**config.mk**
```make
export PLATFORM = sky130hd
export DESIGN_NAME = ide_cmd_executor
export DESIGN_NICKNAME = d
export VERILOG_FILES = /design/src/rtl/ide_pkg.sv /design/src/rtl/ide_chunk_planner.sv /design/src/rtl/ide_cmd_executor.sv
export SDC_FILE = /design/constraint.sdc
export NUM_CORES = 1
export LEC_CHECK = 0
export CAP_MARGIN = 20
export CORE_MARGIN = 3
export CORE_UTILIZATION = 52
export CTS_CLUSTER_SIZE = 16
export DETAILED_ROUTE_END_ITERATION = 6
export PLACE_DENSITY = 0.92
export SYNTH_ARGS = -nofsm -noshare
export SYNTH_HDL_FRONTEND = slang
export SYNTH_SLANG_ARGS = --single-unit
```
**constraint.sdc**
```tcl
create_clock -name clk -period 13 [get_ports clk]
set_input_delay 3.25 -clock clk [delete_from_list [all_inputs] [get_ports clk]]
set_output_delay 3.25 -clock clk [all_outputs]
set_load 0.01 [all_outputs]
```
**src/rtl/ide_pkg.sv**
```systemverilog
// Shared types and constants for the IDE command executor.
package ide_pkg;

    localparam int LBA_W        = 48;
    localparam int CNT_W        = 17;
    localparam int SECTOR_WORDS = 256;

    localparam logic NWR_WRITE = 1'b0;
    localparam logic NWR_READ  = 1'b1;

    typedef enum logic [1:0] {
        S_IDLE,
        S_ISSUE,
        S_XFER,
        S_WAIT_DONE
    } state_t;

endpackage

```
**src/rtl/ide_chunk_planner.sv**
```systemverilog
// Sizes the next device burst and the LBA/remaining count after it.
module ide_chunk_planner
    import ide_pkg::*;
#(
    parameter int BURST_SECTORS = 256
) (
    input  logic [CNT_W-1:0] remaining,
    input  logic [LBA_W-1:0] lba,
    output logic [CNT_W-1:0] chunk,
    output logic [LBA_W-1:0] next_lba,
    output logic [CNT_W-1:0] next_remaining
);

    localparam logic [CNT_W-1:0] MAX_CHUNK = CNT_W'(BURST_SECTORS);

    assign chunk          = (remaining > MAX_CHUNK) ? MAX_CHUNK : remaining;
    assign next_lba       = lba + LBA_W'(chunk);
    assign next_remaining = remaining - chunk;

endmodule

```
**src/rtl/ide_cmd_executor.sv**
```systemverilog
// Accepts IDE commands, splits them into device bursts and moves
// words between the FIFOs and the device port.
module ide_cmd_executor #(
    parameter int BURST_SECTORS = 256,
    parameter int SECTOR_WORDS  = ide_pkg::SECTOR_WORDS
) (
    input  logic                     clk,
    input  logic                     nRST,
    input  logic                     IDE_command,
    input  logic [ide_pkg::LBA_W-1:0] IDE_LBA,
    input  logic [ide_pkg::CNT_W-1:0] IDE_Sec_Count,
    input  logic                     IDE_nWR,
    output logic                     IDE_busy,
    input  logic                     IDE_w_almost_empty,
    input  logic                     IDE_r_almost_full,
    input  logic                     IDE_r_go_on,
    output logic                     wfifo_rdreq,
    input  logic [15:0]              wfifo_q,
    output logic                     rfifo_wrreq,
    output logic [15:0]              rfifo_data,
    output logic                     dev_cmd_valid,
    input  logic                     dev_cmd_ready,
    output logic [ide_pkg::LBA_W-1:0] dev_lba,
    output logic [ide_pkg::CNT_W-1:0] dev_count,
    output logic                     dev_write,
    output logic [15:0]              dev_wdata,
    output logic                     dev_wvalid,
    input  logic                     dev_wready,
    input  logic [15:0]              dev_rdata,
    input  logic                     dev_rvalid,
    output logic                     dev_rready,
    input  logic                     dev_done,
    input  logic                     dev_err,
    output logic                     err_flag,
    output logic [ide_pkg::CNT_W-1:0] sectors_done
);

    import ide_pkg::*;

    localparam int WCW = CNT_W + $clog2(SECTOR_WORDS + 1);
    localparam int SWW = $clog2(SECTOR_WORDS + 1);
    localparam logic [SWW-1:0] LAST_WORD = SWW'(SECTOR_WORDS - 1);

    state_t state, state_n;

    logic [LBA_W-1:0] lba;
    logic [CNT_W-1:0] remaining;
    logic             wr;
    logic [WCW-1:0]   words_left;
    logic [SWW-1:0]   sec_word;
    logic             pause;

    logic [CNT_W-1:0] chunk;
    logic [CNT_W-1:0] next_remaining;
    logic [LBA_W-1:0] next_lba;

    logic accept, fault, cmd_hs, w_hs, r_hs, hs, last_word;

    ide_chunk_planner #(
        .BURST_SECTORS(BURST_SECTORS)
    ) u_planner (
        .remaining     (remaining),
        .lba           (lba),
        .chunk         (chunk),
        .next_lba      (next_lba),
        .next_remaining(next_remaining)
    );

    assign accept    = (state == S_IDLE) && IDE_command;
    // An early dev_done in XFER means the device lost words.
    assign fault     = (state != S_IDLE) &&
                       (dev_err || ((state == S_XFER) && dev_done));
    assign cmd_hs    = dev_cmd_valid && dev_cmd_ready;
    assign w_hs      = dev_wvalid && dev_wready;
    assign r_hs      = dev_rvalid && dev_rready;
    assign hs        = w_hs || r_hs;
    assign last_word = hs && (words_left == WCW'(1));

    assign wfifo_rdreq = w_hs;
    assign dev_wdata   = wfifo_q;
    assign dev_lba     = lba;
    assign dev_write   = wr;

    always_ff @(posedge clk) begin
        if (!nRST) state <= S_IDLE;
        else       state <= state_n;
    end

    always_comb begin
        state_n = state;
        unique case (state)
            S_IDLE:      if (IDE_command) state_n = S_ISSUE;
            S_ISSUE: begin
                if (remaining == '0) state_n = S_IDLE;
                else if (cmd_hs)     state_n = S_XFER;
            end
            S_XFER:      if (last_word) state_n = S_WAIT_DONE;
            S_WAIT_DONE: begin
                if (dev_done)
                    state_n = (next_remaining == '0) ? S_IDLE : S_ISSUE;
            end
            default:     state_n = S_IDLE;
        endcase
        if (fault) state_n = S_IDLE;
    end

    always_comb begin
        IDE_busy      = (state != S_IDLE);
        dev_cmd_valid = 1'b0;
        dev_count     = '0;
        dev_wvalid    = 1'b0;
        dev_rready    = 1'b0;
        unique case (state)
            S_ISSUE: begin
                dev_cmd_valid = (remaining != '0);
                dev_count     = chunk;
            end
            S_XFER: begin
                if (wr) dev_wvalid = !IDE_w_almost_empty;
                else    dev_rready = !pause && !IDE_r_almost_full;
            end
            default: ;
        endcase
    end

    always_ff @(posedge clk) begin
        if (!nRST) begin
            lba          <= '0;
            remaining    <= '0;
            wr           <= 1'b0;
            words_left   <= '0;
            sec_word     <= '0;
            pause        <= 1'b0;
            err_flag     <= 1'b0;
            sectors_done <= '0;
            rfifo_wrreq  <= 1'b0;
            rfifo_data   <= '0;
        end else begin
            rfifo_wrreq <= r_hs && !fault;
            if (r_hs) rfifo_data <= dev_rdata;

            if (accept) begin
                lba          <= IDE_LBA;
                remaining    <= IDE_Sec_Count;
                wr           <= (IDE_nWR == NWR_WRITE);
                err_flag     <= 1'b0;
                sectors_done <= '0;
                pause        <= 1'b0;
            end else if (state != S_IDLE) begin
                // Set beats clear when both flags arrive together.
                if (IDE_r_almost_full) pause <= 1'b1;
                else if (IDE_r_go_on)  pause <= 1'b0;
            end

            if (fault) err_flag <= 1'b1;

            if ((state == S_ISSUE) && cmd_hs) begin
                words_left <= WCW'(chunk) * WCW'(SECTOR_WORDS);
                sec_word   <= '0;
            end

            if ((state == S_XFER) && hs && !fault) begin
                words_left <= words_left - WCW'(1);
                if (sec_word == LAST_WORD) begin
                    sec_word     <= '0;
                    sectors_done <= sectors_done + CNT_W'(1);
                end else begin
                    sec_word <= sec_word + SWW'(1);
                end
            end

            if ((state == S_WAIT_DONE) && dev_done && !fault) begin
                lba       <= next_lba;
                remaining <= next_remaining;
            end
        end
    end

endmodule
```
; ---- Yosys cells after proc, flatten, opt, wreduce, memory -nomap -nowiden
; Cells that the tools add are included.
[classes]
multipliers = 0
div = 0
bitwise_logic = 2
add_sub_neg = 5
n_reduce_logical = 33
n_eq_ne = 9
muxes = 30
shift = 0
order_cmp = 1
[ops]
columns = op, n
row1 = $mux W17, 7
row2 = $mux W48, 2
row3 = $mux W26, 2
row4 = $add A48 B17 Y48, 1
row5 = $logic_not A17 Y1, 2
row6 = $mux W9, 3
row7 = $eq A26 B1 Y1 const B, 1
row8 = $sub A26 B1 Y26 const B, 1
row9 = $add A17 B1 Y17 const B, 1
row10 = $gt A17 B9 Y1 const B, 1
row11 = $reduce_bool A17 Y1, 1
row12 = $sub A17 B17 Y17, 1
row13 = $logic_and A1 B1 Y1, 14
row14 = $mux W1, 10
row15 = $mux W2, 5
row16 = $reduce_bool A2 Y1, 5
row17 = $add A9 B1 Y9 const B, 1
row18 = $eq A9 B8 Y1 const B, 1
row19 = $pmux W2 S4, 1
row20 = $ne A2 B2 Y1 const B, 3
row21 = $eq A2 B2 Y1 const B, 2
row22 = $logic_not A1 Y1, 4
row23 = $reduce_and A4 Y1, 1
row24 = $reduce_or A2 Y1, 2
row25 = 6 further kinds, 8
[word_totals]
mem_bits_ro = 0
input_bits = 109
latchBits = 0
out_inout_bits = 122
memories = 0
ramBits = 0
reg_bits = 139

; ---- Depth between registers and ports, before layout
; Gate-level depths: netlist (run 1).
[logic_depth]
depth_word = 9
ltp_mapped = 17
depth_no_buf = 14

; ---- By module
; A second synthesis (run 1) with hierarchy kept.
[unflattened]
hier_cells = 1078
hier_area_um2 = 8353.0
[by_module_without_submodules]
columns = module, cells_each, area_per_inst_um2, instances, seq_area_each_um2
row1 = ide_cmd_executor, 777, 6344.8, 1, 2782.7
row2 = ide_chunk_planner, 301, 2008.2, 1, 0.0

; ---- Worst setup path before layout (run 1)
; No wires, ideal clock.
[synth_path]
kind = input port to output port
startpoint = input port IDE_w_almost_empty
endpoint = output port wfifo_rdreq
stages = 3
n_path_buf = 0
required_ns = 9.750
t_arrival_ns = 4.060
path_slack_ns = 5.690
path_cell_list = nor4bb_1 > nand2_1 > inv_1
[synth_between]
elab_chain_len = 4
[synth_rtl]
columns = item, line_no
row1 = start: declaration, ide_cmd_executor.sv:14  ; input logic IDE_w_almost_empty,
row2 = $logic_not A1 Y1, ide_cmd_executor.sv:119  ; if (wr) dev_wvalid = !IDE_w_almost_empty;
row3 = $mux W1, ide_cmd_executor.sv:119
row4 = $mux W1, ide_cmd_executor.sv:113  ; unique case (state)
row5 = $logic_and A1 B1 Y1, ide_cmd_executor.sv:74  ; assign w_hs = dev_wvalid && dev_wready;
row6 = end: declaration, ide_cmd_executor.sv:17  ; output logic wfifo_rdreq,
; Every way passes these cells.

; ---- Final worst setup path (run 1)
; Same ends and word-level chain as after synthesis.

==> summary.md, run 1 <==
| Metric | Value |
|---|---|
| Combinational share of power | 0.173 |
| CTS tree | done |
| Register bit total from synthesis | between 100 and 150 |
| RePlAce Congestion | just under 0.9 |
| Fmax | 125 MHz |
| Post-synthesis mux area share | 0.0254 |
| Post-Layout Cell Count | approximately 1400 |
| P&R area growth vs syn | 31.4% |
| Final hold slack | roughly 0.43 ns |
| Grt ovf | 0 |
| Final Util | 0.712 |
| Register area share after synthesis | 0.347 |
| Initial antenna violation count | 0 |
| Status | finished, final reports clean |
| Hpwl dp | between 15 and 20 mm |
| Total setup buffers inserted after CTS | 0 |
| Synth Area in Compound Gates | 0.226 |
| Total CTS buffers | 17 |
| Post-CTS resize count | 0 |
| Largest family of logic cells by synthesized area | simple AND/OR/NAND/NOR gates |
| # hold bufs at CTS | 0 |
| Final #Nets | around 1300 |
| Maximum vdd drop | 0.103 mV |
| Reg clk slew, reported paths | 0.06 ns |
| Critical path type | in -> out |
| Post-Synthesis Mean Instance Area | approximately 7.8 um^2 |
| Cell row count | 44 |
| DP Worst Slack | between 4 and 5 ns |
| IO buf count | 190 |
| Antenna fix cells | 0 |
| FFs w/ async S/R, synth | 0 |
| Simple-Gate Fraction of Synth Area | 0.267 |
| Slew Viols, Final | 0 |
| Rel. slew slack | 0.401 |
| Total global-route track usage | 0.286 |
| Yosys warns | 0 |
| Worst skew pair latency | 0.42 ns |
| Multi-input logic area | about 4800 um^2 |
| Clk root buf | clkbuf_16 |
| EDFF count, synth | 0 |
| Commonest non-fill, non-tap cell in the layout | clkdlybuf4s50_1 |
| Largest net degree at the start of global routing | between 70 and 80 |
| Reg power frac | 0.385 |
| Drt drc | 0 |
| Crit path DAT | 4.77 ns |
| Required time worst endpoint | 9.75 ns |
| Synth Area in Adders | 0.0368 |
| Vias/cell | approximately 6.1 |
| Leak | 4.03 nW |
| Setup TNS | 0 ns |
| Avg WL per Cell | roughly 18 um |
| Initial Util | 0.542 |
| Startpoint types | input pin |
| Post-synthesis cell area | 8020 um^2 |
| Crit path time final | 8.02 ns |
| Die Span X | 130 um |
| Via count of the first global-routing pass | between 8000 and 9000 |
| Dominant synthesized flop cell | dfxtp_1 |
| Highest-count cells in the layout ignoring fill and taps | clkdlybuf4s50_1 (190), dfxtp_1 (139), nor2_1 (130) |
| HP Start | sec_word[8]$_SDFFE_PN0P_ |
| Setup crit start | IDE_w_almost_empty |
| Share of cells above drive strength 1 | 0.0587 |
| CTS Buffer Depth | 2 |
| Total die area | 17000 um^2 |
| H-tree lvl count | 4 |
| Hold WC Path Type | reg -> reg |
| Max-Cap Viols | 0 |
| Placed insts | between 1000 and 1500 |
| Power per Cell Area | approximately 110 nW/um^2 |
| Setup crit end kind | primary output |
| Setup ws final | roughly 5 ns |
| Io pins | about 230 |
| Fin. Hold Viols | 0 |
| Initial DRT Pass Iterations | 5 |
| R2R depth | 14 |
| Count of final setup violators | 0 |
| Worst-Margin Slew | 0.898 ns |
| Hold Path Depth | 2 |
| Reg2reg start | remaining[12]$_SDFFE_PN0P_ |
| Post-Synth XOR/XNOR Area | 0.0382 |
| Fillers | about 1100 |
| Int Power | between 800 and 900 uW |
| Setup repair after global routing missed its margin | no |
| Sink Count | roughly 140 |
| Top fanout value on the critical path | 3 |
| Net Sw Power | roughly 320 uW |
| First-pass GRT wire length | 39.4 mm |
| Setup Skew | 0.00808 ns |
| Post-synth cell types | 78 |
| Sequential standard cell area | about 2800 um^2 |
| Vias post-DR | 8394 |
| Sw frac | 0.267 |
| 1st-iter DRT viols | ~630 |
| Final antenna-violating net count | 0 |
| Synthesized instance count | just over 1000 |
| Area of the core | ~15000 um^2 |
| Crit share post-route | 0.617 |
| Clock group share of total power | 0.442 |
| Height of the die | around 130 um |
| Routed WL | about 24 mm |
critical path: stages:
cell	delay [ns]
clkdlybuf4s50_1	0.39
nor4bb_1	0.36
nand2_1	0.17
inv_1	0.08
clkdlybuf4s50_1	0.53
sequential cells by signal, summed over array words and instances (netlist names), named ones only:
register,flops
dev_lba,48
dev_write,1
err_flag,1
pause,1
remaining,17
rfifo_data,16
rfifo_wrreq,1
sec_word,9
sectors_done,17
state,1
words_left,26
metal layers:
| metal | wire [um] | vias up | global-route usage |
|---|---|---|---|
| met5 | 0 | - | 0 |
| met1 | 9820 | 3907 | 0.352 |
| met4 | 623 | 0 | 0.103 |
| met2 | 11500 | 410 | 0.477 |
| li1 | - | 4017 | - |
| met3 | 2250 | 60 | 0.0823 |
through the flow:
| step | area [um^2] | power [mW] |
|---|---|---|
| after floorplan | 8080 | 0.596 |
| after global placement | 9890 | 0.671 |
| after detailed placement | 9900 | 0.676 |
| after CTS | 10500 | 1.21 |
| after global routing | 10500 | 1.25 |
| final | 10500 | 1.21 |
power by group through the flow:
stage | Combinational, mW | Sequential [mW] | Clock [mW]
detailed placement | 0.203 | 0.473 | 0
finish | 0.208 | 0.465 | 0.534
global placement | 0.199 | 0.472 | 0
floorplan | 0.124 | 0.472 | 0
CTS | 0.205 | 0.464 | 0.537
global route | 0.228 | 0.467 | 0.552
cell usage after synthesis, drive strengths merged, types with 9 or more instances:
master  count  area share
a211oi     16       0.016
o21ai      47       0.029
a22oi      18       0.017
o211ai     10      0.0094
inv        21      0.0098
buf        39       0.032
nand2     118       0.056
ha         22       0.034
and3       20       0.016
o21a        9      0.0084
a21oi      79       0.049
a21o        9      0.0084
and2       13       0.010
a311oi     16       0.017
or3        17       0.013
a31oi      19       0.016
nor3       35       0.024
nor2      132       0.063
dfxtp     139        0.35
clkbuf     37       0.017
xor2       18       0.020
mux2i      17       0.021
xnor2      17       0.019
nor4       18       0.019
nand3      30       0.019
cell families (layout without fill, tap and decap cells):
logic type,count (synthesis),count (layout)
buffers and inverters,97,251
AO/OA/AOI/OAI,275,275
flip-flops,139,139
other,2,17
multiplexers,20,20
XOR/XNOR,35,35
adder cells (fa/ha/maj),23,23
AND/OR/NAND/NOR,433,433
layout make-up:
type                            instances  area share
Clock buffer                           19      0.0420
Clock inverter                         12      0.0185
Inverter                               21     0.00748
Multi-Input combinational cell        803       0.459
Sequential cell                       139       0.264
Tap cell                              184      0.0218
Timing Repair Buffer                  199       0.188
path summary, 6_finish.rpt:
check                                                 to  slack [ns]
worst min register to register  sec_word[8]$_SDFFE_PN0P_        0.43
worst max-delay path                         wfifo_rdreq        4.98
worst min-delay path            sec_word[8]$_SDFFE_PN0P_        0.43
worst max register to register  dev_lba[40]$_SDFFE_PN0P_        7.67
Note: power is estimated with default switching activity, not from simulation.
==> inputs of run 2 (changes only) <==
--- a/config.mk
+++ b/config.mk
@@ -7,10 +7,10 @@
 export LEC_CHECK = 0
 export CAP_MARGIN = 20
 export CORE_MARGIN = 3
-export CORE_UTILIZATION = 52
+export CORE_UTILIZATION = 44
 export CTS_CLUSTER_SIZE = 16
 export DETAILED_ROUTE_END_ITERATION = 6
-export PLACE_DENSITY = 0.92
+export PLACE_DENSITY = 0.84
 export SYNTH_ARGS = -nofsm -noshare
 export SYNTH_HDL_FRONTEND = slang
 export SYNTH_SLANG_ARGS = --single-unit
==> constraint.sdc (replaced) <==
create_clock -name clk -period 7.1 [get_ports clk]
set_input_delay 1.775 -clock clk [delete_from_list [all_inputs] [get_ports clk]]
set_output_delay 1.775 -clock clk [all_outputs]
set_load 0.01 [all_outputs]
==> summary.md, run 2 (synthesis gave the netlist of run 1 again) <==
| Metric | Value |
|---|---|
| Status | finished, final reports clean |
| Avg WL per Cell | 16.7 um (-5.0%) |
| Initial antenna violation count | 0 (unchanged) |
| Hold WC Path Type | reg -> reg |
| Area of the core | 17600 um^2 (+19%) |
| Height of the die | 141 um (+8.3%) |
| Setup crit end kind | primary output |
| Highest-count cells in the layout ignoring fill and taps | clkdlybuf4s50_1 (190), dfxtp_1 (139), nor2_1 (130) |
| Total die area | 19900 um^2 (+17%) |
| Max-Cap Viols | 0 (unchanged) |
| 1st-iter DRT viols | 601 (-4.9%) |
| IO buf count | 190 (unchanged) |
| Worst skew pair latency | 0.42 ns (about the same) |
| Total setup buffers inserted after CTS | 0 (unchanged) |
| Max reg flops | 48 (unchanged) |
| First-pass GRT wire length | 38.0 mm (-3.5%) |
| Reg clk slew, reported paths | 0.06 ns (about the same) |
| Critical path type | reg -> out |
| Via count of the first global-routing pass | 7533 (-7.1%) |
| WP buf/inv | 1 (-2) |
| Final #Nets | 1313 (unchanged) |
| Required time worst endpoint | 5.33 ns (-4.42 ns) |
| Worst stage delay on the critical path | 0.65 ns (+0.12 ns) |
| Power per Cell Area | 203 nW/um^2 (+77%) |
| Clk root buf | clkbuf_16 |
| Commonest non-fill, non-tap cell in the layout | clkdlybuf4s50_1 |
| Worst path slowest cell | or4_1 |
| # hold bufs at CTS | 0 (unchanged) |
| Top fanout value on the critical path | 17 (+14) |
| Cell row count | 48 (+9.1%) |
| Crit share post-route | 0.736 |
| Leak | 4.00 nW (-0.69%) |
| Total CTS buffers | 17 (unchanged) |
| Share of cells above drive strength 1 | 0.0603 (+0.00163) |
| RePlAce Congestion | 0.874 (-1.1%) |
| P&R area growth vs syn | 31.4% (about the same) |
| Worst-Margin Slew | 0.948 ns (+0.0507 ns) |
| Vias/cell | 5.82 (-4.6%) |
| Antenna fix cells | 0 (unchanged) |
| Crit path DAT | 3.45 ns (-1.32 ns) |
| Final hold slack | 0.444 ns (+0.0132 ns) |
| Setup TNS | 0 ns (unchanged) |
| Io pins | 231 (unchanged) |
| Sink Count | 139 (unchanged) |
| Setup repair after global routing missed its margin | no |
| Total global-route track usage | 0.232 (-0.0540) |
| Rel. slew slack | 0.367 (-0.0347) |
| Count of final setup violators | 0 (unchanged) |
| Initial DRT Pass Iterations | 5 (unchanged) |
| Crit path cell chain | or4_1 -> nor3_2 -> a21boi_2 -> and2_1 -> nor2b_1 -> clkdlybuf4s50_1 |
| Hpwl dp | 16.8 mm (+2.7%) |
| Drt drc | 0 (unchanged) |
| Grt ovf | 0 (unchanged) |
| H-tree lvl count | 4 (unchanged) |
| Fin. Hold Viols | 0 (unchanged) |
| Fmax | approximately 190 MHz |
| Final antenna-violating net count | 0 (unchanged) |
| Slew Viols, Final | 0 (unchanged) |
| Initial Util | 0.456 (-0.0858) |
| CTS tree | done |
| Vias post-DR | 8256 (-1.6%) |
| Startpoint types | flip-flop |
| Largest net degree at the start of global routing | 70 (-1.4%) |
| Routed WL | 23.7 mm (-2.1%) |
| Maximum vdd drop | 0.182 mV (+77%) |
| Crit path time final | 5.22 ns |
| Post-CTS resize count | 0 (unchanged) |
| Crit path max-delay family | simple AND/OR/NAND/NOR gates |
| Setup Skew | 0.00989 ns (+0.00181 ns) |
| CTS Buffer Depth | 2 (unchanged) |
| Die Span X | 141 um (+8.3%) |
-- run 2: worst paths after layout --
path | start | slack, ns | depth (start not counted) | to
hold reg to reg | sec_word[8]$_SDFFE_PN0P_ | 0.44 | 2 | sec_word[8]$_SDFFE_PN0P_
hold / removal | sec_word[8]$_SDFFE_PN0P_ | 0.44 | 2 | sec_word[8]$_SDFFE_PN0P_
setup / recovery | remaining[12]$_SDFFE_PN0P_ | 1.88 | 6 | dev_count[6]
setup reg to reg | remaining[12]$_SDFFE_PN0P_ | 2.01 | 14 | dev_lba[40]$_SDFFE_PN0P_
-- run 2: power by group --
part	internal (mW)	switching [mW]	total [mW]
sequential	0.811	0.0396	0.850
clock	0.534	0.374	0.908
combinational	0.178	0.202	0.380
-- run 2: worst register-to-register path: cells and delay by family (launching register included) --
| kind | cells | cell delay (ns) |
|---|---|---|
| AO/OA/AOI/OAI | 7 | 1.84 |
| flip-flops | 1 | 0.37 |
| adder cells (fa/ha/maj) | 2 | 0.45 |
| AND/OR/NAND/NOR | 5 | 2.33 |
-- run 2: routing by layer --
layer  up-vias  wire length [um]  track usage
li1       4009                 -            -
met1      3818             10100        0.301
met2       374             10900        0.366
met3        55              2020       0.0672
met4         0               636       0.0857
met5         -                 0            0
-- run 2: stage by stage --
step                power, mW  std cells  area, um^2   util  setup slack (ns)
finish                   2.14       1419       10500  0.599              1.88
global placement         1.23       1387        9950  0.565              2.07
floorplan                1.09       1039        8080      -              2.74
detailed placement       1.24       1387        9950  0.565              2.02
global route             2.23       1419       10500  0.599              1.63
CTS                      2.15       1419       10500  0.599              1.92
-- run 2: area by class of cell --
class / instances / area [um^2]
clock inverters: 14 / 159
clock buffers: 18 / 439
fillers: 1562 / 7050
well taps: 225 / 282
inverters: 21 / 78.8
flip-flops and latches: 139 / 2780
repair buffers: 199 / 1970
multi-input cells: 803 / 4830
==> inputs of run 3 (changes only) <==
--- a/config.mk
+++ b/config.mk
@@ -7,10 +7,10 @@
 export LEC_CHECK = 0
 export CAP_MARGIN = 20
 export CORE_MARGIN = 3
-export CORE_UTILIZATION = 44
+export CORE_UTILIZATION = 49
 export CTS_CLUSTER_SIZE = 16
 export DETAILED_ROUTE_END_ITERATION = 6
-export PLACE_DENSITY = 0.84
+export PLACE_DENSITY = 0.88
 export SYNTH_ARGS = -nofsm -noshare
 export SYNTH_HDL_FRONTEND = slang
 export SYNTH_SLANG_ARGS = --single-unit
==> constraint.sdc (replaced) <==
create_clock -name clk -period 5.1 [get_ports clk]
set_input_delay 1.275 -clock clk [delete_from_list [all_inputs] [get_ports clk]]
set_output_delay 1.275 -clock clk [all_outputs]
set_load 0.01 [all_outputs]
==> summary.md, run 3 (synthesis gave the netlist of run 1 again) <==
| Metric | Value |
|---|---|
| Status | finished, final reports clean |
| Hold WC Path Type | reg -> reg |
| Setup crit end kind | flip-flop |
| Fmax | 214 MHz |
| Setup repair after global routing missed its margin | no |
| Initial Util | 0.503 (+0.0473) |
| Worst skew pair latency | 0.43 ns (about the same) |
| DP Area | 9960 um^2 (+0.11%) |
| Grt ovf | 0 (unchanged) |
| Io pins | 231 (unchanged) |
| Cell row count | 46 (-4.2%) |
| Reg clk slew, reported paths | 0.06 ns (about the same) |
| P&R area growth vs syn | 31.3% |
| First-pass GRT wire length | 39.0 mm (+2.5%) |
| Rel. slew slack | 0.327 (-0.0402) |
| Setup crit start | remaining[12]$_SDFFE_PN0P_ |
| Height of the die | 134 um (-5.0%) |
| Fin. Hold Viols | 0 (unchanged) |
| # hold bufs at CTS | 0 (unchanged) |
| Critical path type | reg -> reg |
| Total CTS buffers | 17 (unchanged) |
| Count of final setup violators | 0 (unchanged) |
| Top fanout value on the critical path | 16 (-1) |
| Setup TNS | 0 ns (unchanged) |
| Worst-Margin Slew | 1.01 ns (+0.0603 ns) |
| Reg2reg start | remaining[12]$_SDFFE_PN0P_ |
| Antenna fix cells | 0 (unchanged) |
| Max-Cap Viols | 0 (unchanged) |
| Maximum vdd drop | 0.278 mV (+52%) |
| H-tree lvl count | 4 (unchanged) |
| Largest net degree at the start of global routing | 54 (-23%) |
| Hpwl dp | 17.0 mm (+1.5%) |
| Most Frequent Cell on Critical Path | a21oi_1 |
| Crit path cell chain | or4_1 -> nor3_2 -> a21boi_2 -> buf_4 -> nand2_1 -> inv_1 -> fa_1 -> a21oi_1 -> o21ai_0 -> a211oi_1 -> nor2_1 -> a31oi_2 -> nor4_2 -> a21oi_1 -> o31a_1 |
| Final Util | 0.661 (+0.0615) |
| Total global-route track usage | 0.263 (+0.0317) |
| Required time worst endpoint | 5.42 ns (+0.09 ns) |
| Slew Viols, Final | 0 (unchanged) |
| Critical R2R Capture | dev_lba[40]$_SDFFE_PN0P_ |
| Power per Cell Area | 278 nW/um^2 (+37%) |
| Vias/cell | 5.93 (+1.9%) |
| Worst path slowest cell | nor4_2 |
| Crit path DAT | 4.98 ns (+1.53 ns) |
| Leak | 4.00 nW (about the same) |
| 1st-iter DRT viols | 706 (+17%) |
| CTS tree | done |
| Via count of the first global-routing pass | 8219 (+9.1%) |
| Initial DRT Pass Iterations | 5 (unchanged) |
| Worst stage delay on the critical path | 0.68 ns (+0.03 ns) |
| Crit path time final | between 4 and 5 ns |
| IO buf count | 190 (unchanged) |
| RePlAce Congestion | 0.932 (+6.7%) |
| CTS Buffer Depth | 2 (unchanged) |
| Crit share post-route | 0.914 |
| Total setup buffers inserted after CTS | 0 (unchanged) |
| Highest-count cells in the layout ignoring fill and taps | clkdlybuf4s50_1 (190), dfxtp_1 (139), nor2_1 (130) |
| Final instance area | 10500 um^2 (-0.11%) |
| Reg-to-reg setup timing slack | 0.44 ns (-1.57 ns) |
| Worst setup endpoint | dev_lba[40]$_SDFFE_PN0P_ |
| R2R depth | 15 (+1) |
| Tot Pwr | 2.93 mW (+37%) |
| Clk root buf | clkbuf_16 |
| Total die area | 17900 um^2 (-9.8%) |
| Die Span X | 134 um (-5.0%) |
| Startpoint types | flip-flop |
| Final antenna-violating net count | 0 (unchanged) |
| Share of cells above drive strength 1 | 0.0619 (+0.00157) |
| Setup Skew | 0.0142 ns (+0.00431 ns) |
| Sink Count | 139 (unchanged) |
| Final #Nets | 1316 (+0.23%) |
| Vias post-DR | 8370 (+1.4%) |
| Area of the core | 15900 um^2 (-9.4%) |
| Initial antenna violation count | 0 (unchanged) |
| Routed WL | 23.8 mm (+0.73%) |
| Max reg flops | 48 (unchanged) |
| Commonest non-fill, non-tap cell in the layout | clkdlybuf4s50_1 |
| Avg WL per Cell | 16.9 um (+1.2%) |
| Post-CTS resize count | 0 (unchanged) |
| Drt drc | 0 (unchanged) |
==> run 3: changes by cell type in the layout (fill, tap and decap cells not counted) <==
| cell | delta |
|---|---|
| inv_6 | -5 |
| buf_4 | +3 |
| clkinv_2 | +2 |
| clkinv_4 | +2 |
| clkbuf_8 | -1 |
| clkinvlp_4 | +1 |
==> run 3: area by class of cell <==
cell class / count / area (um^2)
clock buffer: 17 / 425
clock inverter: 14 / 150
fill: 1316 / 5410
inverter: 21 / 78.8
multi-input combinational: 803 / 4830
sequential: 139 / 2780
tap: 216 / 270
timing repair buffer: 202 / 1990
==> run 3: per-layer routing <==
metal	global-route usage	vias up	share of wire
met3	0.0641	53	0.088
li1	-	4013	-
met5	0	-	0
met1	0.320	3902	0.40
met2	0.454	402	0.49
met4	0.0966	0	0.024
==> run 3: worst min-delay path by stage <==
stage	start	end	slack, ns	cells past startpoint
after detailed placement	sec_word[8]$_SDFFE_PN0P_	sec_word[8]$_SDFFE_PN0P_	0.44	2
after CTS	sec_word[8]$_SDFFE_PN0P_	sec_word[8]$_SDFFE_PN0P_	0.45	2
after global placement	sec_word[8]$_SDFFE_PN0P_	sec_word[8]$_SDFFE_PN0P_	0.42	2
after global routing	err_flag$_SDFFE_PN0P_	err_flag$_SDFFE_PN0P_	0.47	2
final	sec_word[8]$_SDFFE_PN0P_	sec_word[8]$_SDFFE_PN0P_	0.45	2
after floorplan	sec_word[8]$_SDFFE_PN0P_	sec_word[8]$_SDFFE_PN0P_	0.41	2
==> run 3: per-stage QoR <==
stage	hold slack (ns)	std cells	setup slack, ns
after floorplan	0.409	1039	0.946
after global placement	0.420	1381	0.764
after detailed placement	0.437	1381	0.563
after CTS	0.447	1412	0.542
after global routing	0.473	1412	0.0879
final	0.449	1412	0.437
==> run 3: critical path, delay by kind of cell (launching register included) <==
| family | cells | cell delay, ns |
|---|---|---|
| adder cells (fa/ha/maj) | 1 | 0.22 |
| flip-flops | 1 | 0.38 |
| AO/OA/AOI/OAI | 7 | 1.45 |
| AND/OR/NAND/NOR | 5 | 2.15 |
| buffers and inverters | 2 | 0.33 |
==> run 3: where the power goes <==
part | leakage [nW] | switching [mW] | internal (mW) | total [mW]
combinational | 2.59 | 0.283 | 0.251 | 0.534
clock | 0.275 | 0.492 | 0.718 | 1.21
sequential | 1.13 | 0.0568 | 1.13 | 1.19
==> RTL change, RTL diff (settings of run 3) <==
Encoding of `state_t`: now Gray code (2 bits for 4 states).
--- a/src/rtl/ide_pkg.sv
+++ b/src/rtl/ide_pkg.sv
@@ -9,10 +9,10 @@
     localparam logic NWR_READ  = 1'b1;
 
     typedef enum logic [1:0] {
-        S_IDLE,
-        S_ISSUE,
-        S_XFER,
-        S_WAIT_DONE
+        S_IDLE      = 2'b00,
+        S_ISSUE     = 2'b01,
+        S_XFER      = 2'b11,
+        S_WAIT_DONE = 2'b10
     } state_t;
 
 endpackage
Check against the original RTL: same outputs for any inputs over 4 cycles, from zero or initial values and one cycle with nRST low; so few cycles prove little.
==> RTL change against run 3 <==
Wire length rose by 4.2%. Synthesized area up 2.4%. Utilization is 0.55 points higher. Setup slack better by 60 ps. Power is 2.9% higher. Sequential cell count unchanged. Design area increased by 2.3%. Critical endpoint is now dev_lba[47]$_SDFFE_PN0P_. Largest cell class unchanged.
==> RTL change: results (changes against run 3) <==
metric	value	unit	change
fin_worst_skew	6.251	ps	was 14.20 ps
grt_start_max_net_pins	56		was 54
r2r_slack	500	ps	was 440 ps
groute.layer.met2.usage	0.4458		was 0.4540
cp_slowest_cell	nor4_1		was nor4_2
grt_pass1_vias	8077		was 8219
track_usage	0.2669		was 0.2635
r2r_cells	14		was 15
use_met1	0.3582		was 0.3197
finalNetCount	1347		was 1316
r2r_end	dev_lba[47]$_SDFFE_PN0P_		was dev_lba[40]$_SDFFE_PN0P_
drtIter0Drc	733		was 706
wl_met2	11780	um	was 11590 um
worstMarginPinSlew	976.8	ps	was 1009 ps
grt_pass1_wl	40250	um	was 39010 um
place_congestion	0.9261		was 0.9323
ys_types	80		was 78
status	finished clean		unchanged
wl_per_cell	17.21	um	was 16.88 um
route.met3.wl	1757	um	was 2098 um
cp_max_fo	14		was 16
wl_met1	10860	um	was 9568 um
ir_drop	0.0002781	V	was 0.0002780 V
drive_gt1_frac	0.05705		was 0.06187
reg2reg_from	remaining[0]$_SDFFE_PN0P_		was remaining[12]$_SDFFE_PN0P_
p_sw_frac	0.2850		was 0.2841
synth_seq_area_share	0.3385		was 0.3468
grtUsageMet3	0.04383		was 0.06414
## RTL change: cell types whose count changed in the layout (fill, tap and decap cells not counted), sizes merged, moves of 7 or more
cell    delta
nand3      +7
inv       +16
o311ai     +8
a211oi     -7
a22oi      -9
nor2      -15
nand2     +16
## RTL change: power by group through the flow
stage | Sequential, mW | Clock [mW] | Combinational [mW]
3_5_place_dp | 1.21 | 0 | 0.530
3_3_place_gp | 1.20 | 0 | 0.525
4_1_cts | 1.18 | 1.30 | 0.534
2_1_floorplan | 1.20 | 0 | 0.321
6_report | 1.18 | 1.29 | 0.540
5_1_grt | 1.19 | 1.35 | 0.592
## RTL change: area by class of cell
type / instances / area [um^2]
well taps: 216 / 270.3
clock buffers: 17 / 425.4
fillers: 1358 / 5399
inverters: 33 / 123.9
flip-flops and latches: 139 / 2783
clock inverters: 14 / 186.4
multi-input cells: 820 / 4979
repair buffers: 204 / 2007
## RTL change: worst max-delay path by stage
stage,startpoint,to,slack [ps],depth (start not counted)
floorplan,remaining[3]$_SDFFE_PN0P_,dev_lba[33]$_SDFFE_PN0P_,1230,14
global placement,remaining[0]$_SDFFE_PN0P_,dev_lba[47]$_SDFFE_PN0P_,820,14
detailed placement,remaining[0]$_SDFFE_PN0P_,dev_lba[47]$_SDFFE_PN0P_,680,14
CTS,remaining[0]$_SDFFE_PN0P_,dev_lba[47]$_SDFFE_PN0P_,630,14
global route,remaining[0]$_SDFFE_PN0P_,dev_lba[47]$_SDFFE_PN0P_,20,14
finish,remaining[0]$_SDFFE_PN0P_,dev_lba[47]$_SDFFE_PN0P_,500,14
## RTL change: logic make-up (layout without fill, tap and decap cells)
| logic type | after synthesis | count (layout) | share of synthesized area |
|---|---|---|---|
| xor gates and xnor gates | 33 | 33 | 0.03516 |
| AOI/OAI and AO/OA | 277 | 277 | 0.2292 |
| buffers and inverters | 112 | 268 | 0.06316 |
| and+or+nand+nor | 449 | 449 | 0.2708 |
| adders and majority gates | 23 | 23 | 0.03592 |
| DFF | 139 | 139 | 0.3385 |
| muxes | 21 | 21 | 0.02633 |
| other | 2 | 17 | 0.0009136 |
## RTL change: stage by stage
step	std cells	util	area (um^2)	hold WS, ps	setup WS, ps
6_report	1443	0.6662	10770	456.8	496.6
2_1_floorplan	1071	-	8277	417.7	1228
3_3_place_gp	1412	0.6283	10160	447.5	823.2
4_1_cts	1443	0.6662	10770	455.3	632.5
5_1_grt	1443	0.6662	10770	490.7	16.03
3_5_place_dp	1412	0.6283	10160	443.4	678.8
## RTL change: worst min-delay path, stage by stage, from the launching register on
cell     delay [ps]
dfxtp_1         310
o31ai_1          70
nor2_1           40
